## config.mk

```make
export PLATFORM = sky130hd
export DESIGN_NAME = rf_scoreboard
export DESIGN_NICKNAME = d
export VERILOG_FILES = /design/src/rtl/rf_scoreboard_pkg.sv /design/src/rtl/rf_scoreboard_sb_counter.sv /design/src/rtl/rf_scoreboard.sv
export SDC_FILE = /design/constraint.sdc
export NUM_CORES = 1
export LEC_CHECK = 0
export CORE_MARGIN = 10
export CORE_UTILIZATION = 35
export CTS_CLUSTER_DIAMETER = 30
export DETAILED_ROUTE_END_ITERATION = 8
export PLACE_DENSITY = 0.62
export SKIP_CTS_REPAIR_TIMING = 1
export SLEW_MARGIN = 20
export SYNTH_ARGS = -nofsm -noshare
export SYNTH_HDL_FRONTEND = slang
export SYNTH_SLANG_ARGS = --single-unit
export TNS_END_PERCENT = 1
```

## constraint.sdc

```tcl
create_clock -name clk -period 3.7 [get_ports clk]
set_clock_uncertainty 0.2 [all_clocks]
set_input_delay 0.74 -clock clk [delete_from_list [all_inputs] [get_ports clk]]
set_output_delay 0.74 -clock clk [all_outputs]
set_load 0.02 [all_outputs]
```

## src/rtl/rf_scoreboard_pkg.sv

```systemverilog
// Shared sizing and types for the register-file scoreboard.
package rf_scoreboard_pkg;

  localparam int unsigned NREG    = 32;
  localparam int unsigned CNT_W   = 2;
  localparam int unsigned CNT_MAX = (1 << CNT_W) - 1;

  typedef logic [4:0] reg_idx_t;

endpackage

```

## src/rtl/rf_scoreboard_sb_counter.sv

```systemverilog
// One per-register in-flight writer counter: saturating up/down with flush.
module sb_counter
  import rf_scoreboard_pkg::*;
#(
  parameter int unsigned W = CNT_W
) (
  input  logic         clk_i,
  input  logic         rst_i,
  input  logic         flush_i,
  input  logic         inc_i,
  input  logic         dec_i,
  output logic [W-1:0] cnt_o,
  output logic         err_o
);

  logic [W-1:0] cnt_q, cnt_d;

  // A flushed issue is killed, so it can neither count nor overflow.
  always_comb begin
    cnt_d = cnt_q;
    err_o = 1'b0;
    if (flush_i) begin
      cnt_d = '0;
    end else if (inc_i && !dec_i) begin
      if (cnt_q == '1) err_o = 1'b1;
      else             cnt_d = cnt_q + W'(1);
    end else if (dec_i && !inc_i) begin
      if (cnt_q == '0) err_o = 1'b1;
      else             cnt_d = cnt_q - W'(1);
    end
  end

  always_ff @(posedge clk_i or posedge rst_i) begin
    if (rst_i) cnt_q <= '0;
    else       cnt_q <= cnt_d;
  end

  assign cnt_o = cnt_q;

endmodule

```

## src/rtl/rf_scoreboard.sv

```systemverilog
// ID-stage register scoreboard: tracks in-flight writers per GPR and raises stalls.
module rf_scoreboard
  import rf_scoreboard_pkg::*;
#(
  parameter int unsigned NREG  = 32,
  parameter int unsigned CNT_W = 2
) (
  input  logic            clk,
  input  logic            reset,
  input  logic            issue_valid,
  input  logic            issue_we,
  input  logic [4:0]      issue_dest,
  input  logic            rs1_used,
  input  logic            rs2_used,
  input  logic [4:0]      rs1_addr,
  input  logic [4:0]      rs2_addr,
  input  logic            wb_we,
  input  logic [4:0]      wb_dest,
  input  logic            flush,
  output logic            src_stall,
  output logic            dest_full,
  output logic [NREG-1:0] busy_mask,
  output logic            sb_err
);

  logic [CNT_W-1:0] cnt [NREG];
  logic [NREG-1:0]  inc, dec, err;
  logic             pend1, pend2;
  logic             sb_err_q;

  always_comb begin
    inc = '0;
    dec = '0;
    for (int unsigned r = 1; r < NREG; r++) begin
      inc[r] = issue_valid && issue_we && (issue_dest == reg_idx_t'(r));
      dec[r] = wb_we && (wb_dest == reg_idx_t'(r));
    end
  end

  assign cnt[0] = '0;
  assign err[0] = 1'b0;

  for (genvar r = 1; r < NREG; r++) begin : g_cnt
    sb_counter #(.W(CNT_W)) u_cnt (
      .clk_i   (clk),
      .rst_i   (reset),
      .flush_i (flush),
      .inc_i   (inc[r]),
      .dec_i   (dec[r]),
      .cnt_o   (cnt[r]),
      .err_o   (err[r])
    );
  end

  always_comb begin
    busy_mask = '0;
    for (int unsigned r = 0; r < NREG; r++) busy_mask[r] = (cnt[r] != '0);
  end

  // A lone writer retiring this cycle is forwarded from WB, so it no longer blocks.
  assign pend1 = cnt[rs1_addr] > {{(CNT_W-1){1'b0}}, dec[rs1_addr]};
  assign pend2 = cnt[rs2_addr] > {{(CNT_W-1){1'b0}}, dec[rs2_addr]};

  assign src_stall = (rs1_used && pend1) || (rs2_used && pend2);
  assign dest_full = issue_we && (issue_dest != '0) && (cnt[issue_dest] == '1)
                     && !dec[issue_dest];

  always_ff @(posedge clk or posedge reset) begin
    if (reset)     sb_err_q <= 1'b0;
    else if (|err) sb_err_q <= 1'b1;
  end

  assign sb_err = sb_err_q;

endmodule
```

==> results.py <==
metrics = {
    "global_route": {
        "antenna_found_initial": 0,
        "grt_pass1_wl_mm": 43.99,
        "grtUsageTotal": 0.2343,
        "grt_pass1_vias": 7309,
        "grt_max_degree": 64,
        "gr-total-overflow": 0,
    },
    "synthesis": {
        "synth-edff-count": 0,
        "synthTopCellsByCount": "nand2_1, o21ai_0, dfrtp_1",
        "synth.top_cell.area_share": 0.2359,
        "synth_ff_type": "dfrtp_1",
        "yosysSeqAreaShare": 0.2359,
        "async_flop_share": 1.000,
        "yosys_warnings": 0,
        "netlist_instances": 807,
        "synth_cell_type_count": 75,
        "syn_area_um2": 6683,
        "ys_seq_elements": 63,
        "syn_nets": 837,
        "yosys-top-cells-area": "dfrtp_1, mux4_2, o21ai_0",
        "synth.most_common_cell": "nand2_1",
        "syn-mean-instance-area_um2": 8.281,
        "yosysTopAreaCell": "dfrtp_1",
    },
    "placement": {
        "post-dp-hpwl_mm": 23.28,
        "portBuffers": 61,
        "dpl-instance-area_um2": 8722,
        "gp_congestion": 1.033,
        "placedCellCount": 1226,
        "pre_cts_ws_ns": -0.9749,
    },
    "clocking": {
        "clock_latency_ns": 0.35,
        "cts_tree": "built",
        "cts_root_buf": "clkbuf_16",
        "clock-sinks": 63,
        "cts_made_buffers": 9,
        "clk_path_buf_depth": 2,
        "h-tree-depth": 3,
        "clk_pin_slew_ns": 0.06,
    },
    "timing": {
        "slew_headroom": 0.4792,
        "slew_viol_final": 0,
        "setup_ws_ns": -0.09295,
        "maxClockFrequency_ghz": 0.2636,
        "hold_violations": 0,
        "finalCritPeriodShare": 1.025,
        "finalSetupViolations": 2,
        "min_period_ns": 3.793,
        "worst-slew-pin-transition_ns": 0.7812,
        "grt_setup_unrepaired": "true",
    },
    "die": {
        "row_count": 50,
        "die_width_um": 158.2,
        "core_area_um2": 18770,
        "dieArea_um2": 25020,
        "die_h_um": 158.2,
        "initial_core_util": 0.3561,
        "io_pins": 63,
    },
    "final_layout": {
        "utilization": 0.4891,
        "design_area_um2": 9180,
        "nets": 1036,
        "final_cells": 1243,
        "drive_above_1_share": 0.3122,
        "syn2layout_area_growth_pct": 37.37,
        "n_fill_cell": 1801,
        "antennaDiodeCount": 0,
    },
    "route": {
        "routed_wirelength_mm": 29.76,
        "remaining_drc_errors": 0,
        "vias": 7721,
        "vias_per_cell": 6.212,
        "wl_per_cell_um": 23.94,
        "drt_iter0_drc": 1060,
        "ant_nets": 0,
        "drt-pass1-iter-count": 7,
    },
    "worst_setup_path": {
        "cp_max_fo": 5,
        "start_kind": "primary input",
        "critPathMostFrequentCell": "mux4_2",
        "end_kind": "output pin",
        "worstPathArrival_ns": 2.85,
        "crit_chain": "buf_4 > buf_12 > mux4_2 > mux4_2 > mux2i_1 > ha_1 > o21ai_2 > a22o_1 > buf_6",
        "critical_path_class": "in2out",
        "critical_path_required_ns": 2.76,
        "slowest_stage": "mux4_2",
        "crit_path_max_incr_delay_ns": 0.52,
    },
    "status": {
        "status": "finished, violations left",
        "violations": "negative setup slack",
    },
    "power_and_ir_drop": {
        "total_power_mw": 1.998,
        "power_density_nw_per_um2": 217.6,
        "leakage_nw": 3.798,
        "ir_drop_mv": 0.2197,
    },
    "hold_path": {
        "hp-class": "reg2reg",
    },
    "job": {
        "maxCapViolations": 0,
    },
}
==> power by group <==
group          internal, mW  total, mW  switching [mW]  leakage, nW
registers             0.697      0.710          0.0127        0.877
logic                 0.215      0.478           0.263         2.79
clock network         0.464      0.810           0.345        0.127
total                  1.38       2.00           0.621         3.80
==> layer usage <==
metal	track usage	vias up	wire [um]
li1	-	3498	-
met1	0.3028	3720	12060
met2	0.3512	430	13040
met3	0.06703	73	3392
met4	0.1129	0	1270
met5	0	-	0
==> per-stage QoR <==
stage,hold slack (ns),setup TNS (ns)
floorplan,0.3123,0
global placement,0.3818,-1.916
detailed placement,0.3841,-1.940
CTS,0.3934,-1.713
global route,0.4136,-0.2649
finish,0.4031,-0.1828
==> critical path: cells and delay by family <==
kind / cells / cell delay (ns)
buf+inv: 3 / 0.39
fa+ha+maj: 1 / 0.26
mux: 3 / 1.16
compound gates: 2 / 0.29
==> layout make-up <==
class / instances / area [um2] / area share
inverter: 26 / 97.59 / 0.01063
sequential: 63 / 1577 / 0.1717
multi-input combinational: 658 / 4802 / 0.5231
tap: 234 / 292.8 / 0.03189
clock inverter: 3 / 21.27 / 0.002317
timing repair buffer: 248 / 2147 / 0.2339
clock buffer: 11 / 242.7 / 0.02644
==> logic make-up (layout without fill, tap and decap cells) <==
group	count (synthesis)	after routing	synth area share
DFF	63	63	0.2359
adders and majority gates	2	2	0.003744
muxes	55	55	0.1640
AOI/OAI and AO/OA	256	256	0.2544
xor gates and xnor gates	12	12	0.01573
and+or+nand+nor	332	332	0.2676
other	1	1	0.0005612
buffers and inverters	86	288	0.05804
==> flip-flops by register name, indices dropped and copies added, names as in the netlist <==
signal,flops
g_cnt.u_cnt.cnt_o,62
sb_err,1
==> worst paths after layout <==
| kind | startpoint | endpoint | slack [ns] | depth (start not counted) |
|---|---|---|---|---|
| min in group asynchronous | reset | g_cnt[25].u_cnt.cnt_o[0]$_DFFE_PP0P_ | 0.58 | 2 |
| hold reg to reg | sb_err$_DFFE_PP0P_ | sb_err$_DFFE_PP0P_ | 0.40 | 2 |
| max in group asynchronous | reset | g_cnt[21].u_cnt.cnt_o[1]$_DFFE_PP0P_ | 2.07 | 3 |
| setup / recovery | rs1_addr[1] | src_stall | -0.09 | 9 |
| setup reg to reg | g_cnt[20].u_cnt.cnt_o[0]$_DFFE_PP0P_ | sb_err$_DFFE_PP0P_ | 1.32 | 7 |
| hold / removal | sb_err$_DFFE_PP0P_ | sb_err$_DFFE_PP0P_ | 0.40 | 2 |
==> placed cells by master (no fill, tap or decap), drive strengths merged, types with 10 or more instances in the layout <==
master	n
o22ai	12
o21ai	68
nor2b	11
a22oi	10
inv	26
buf	190
o211ai	12
dfrtp	63
clkdlybuf4s50	47
clkbuf	14
and2	12
nor3	32
xnor2	12
nand3	28
a211oi	26
nor2	62
or3	11
nand2	87
or2	32
a21oi	55
mux4	43
Note: power is estimated with default switching activity, not from simulation.
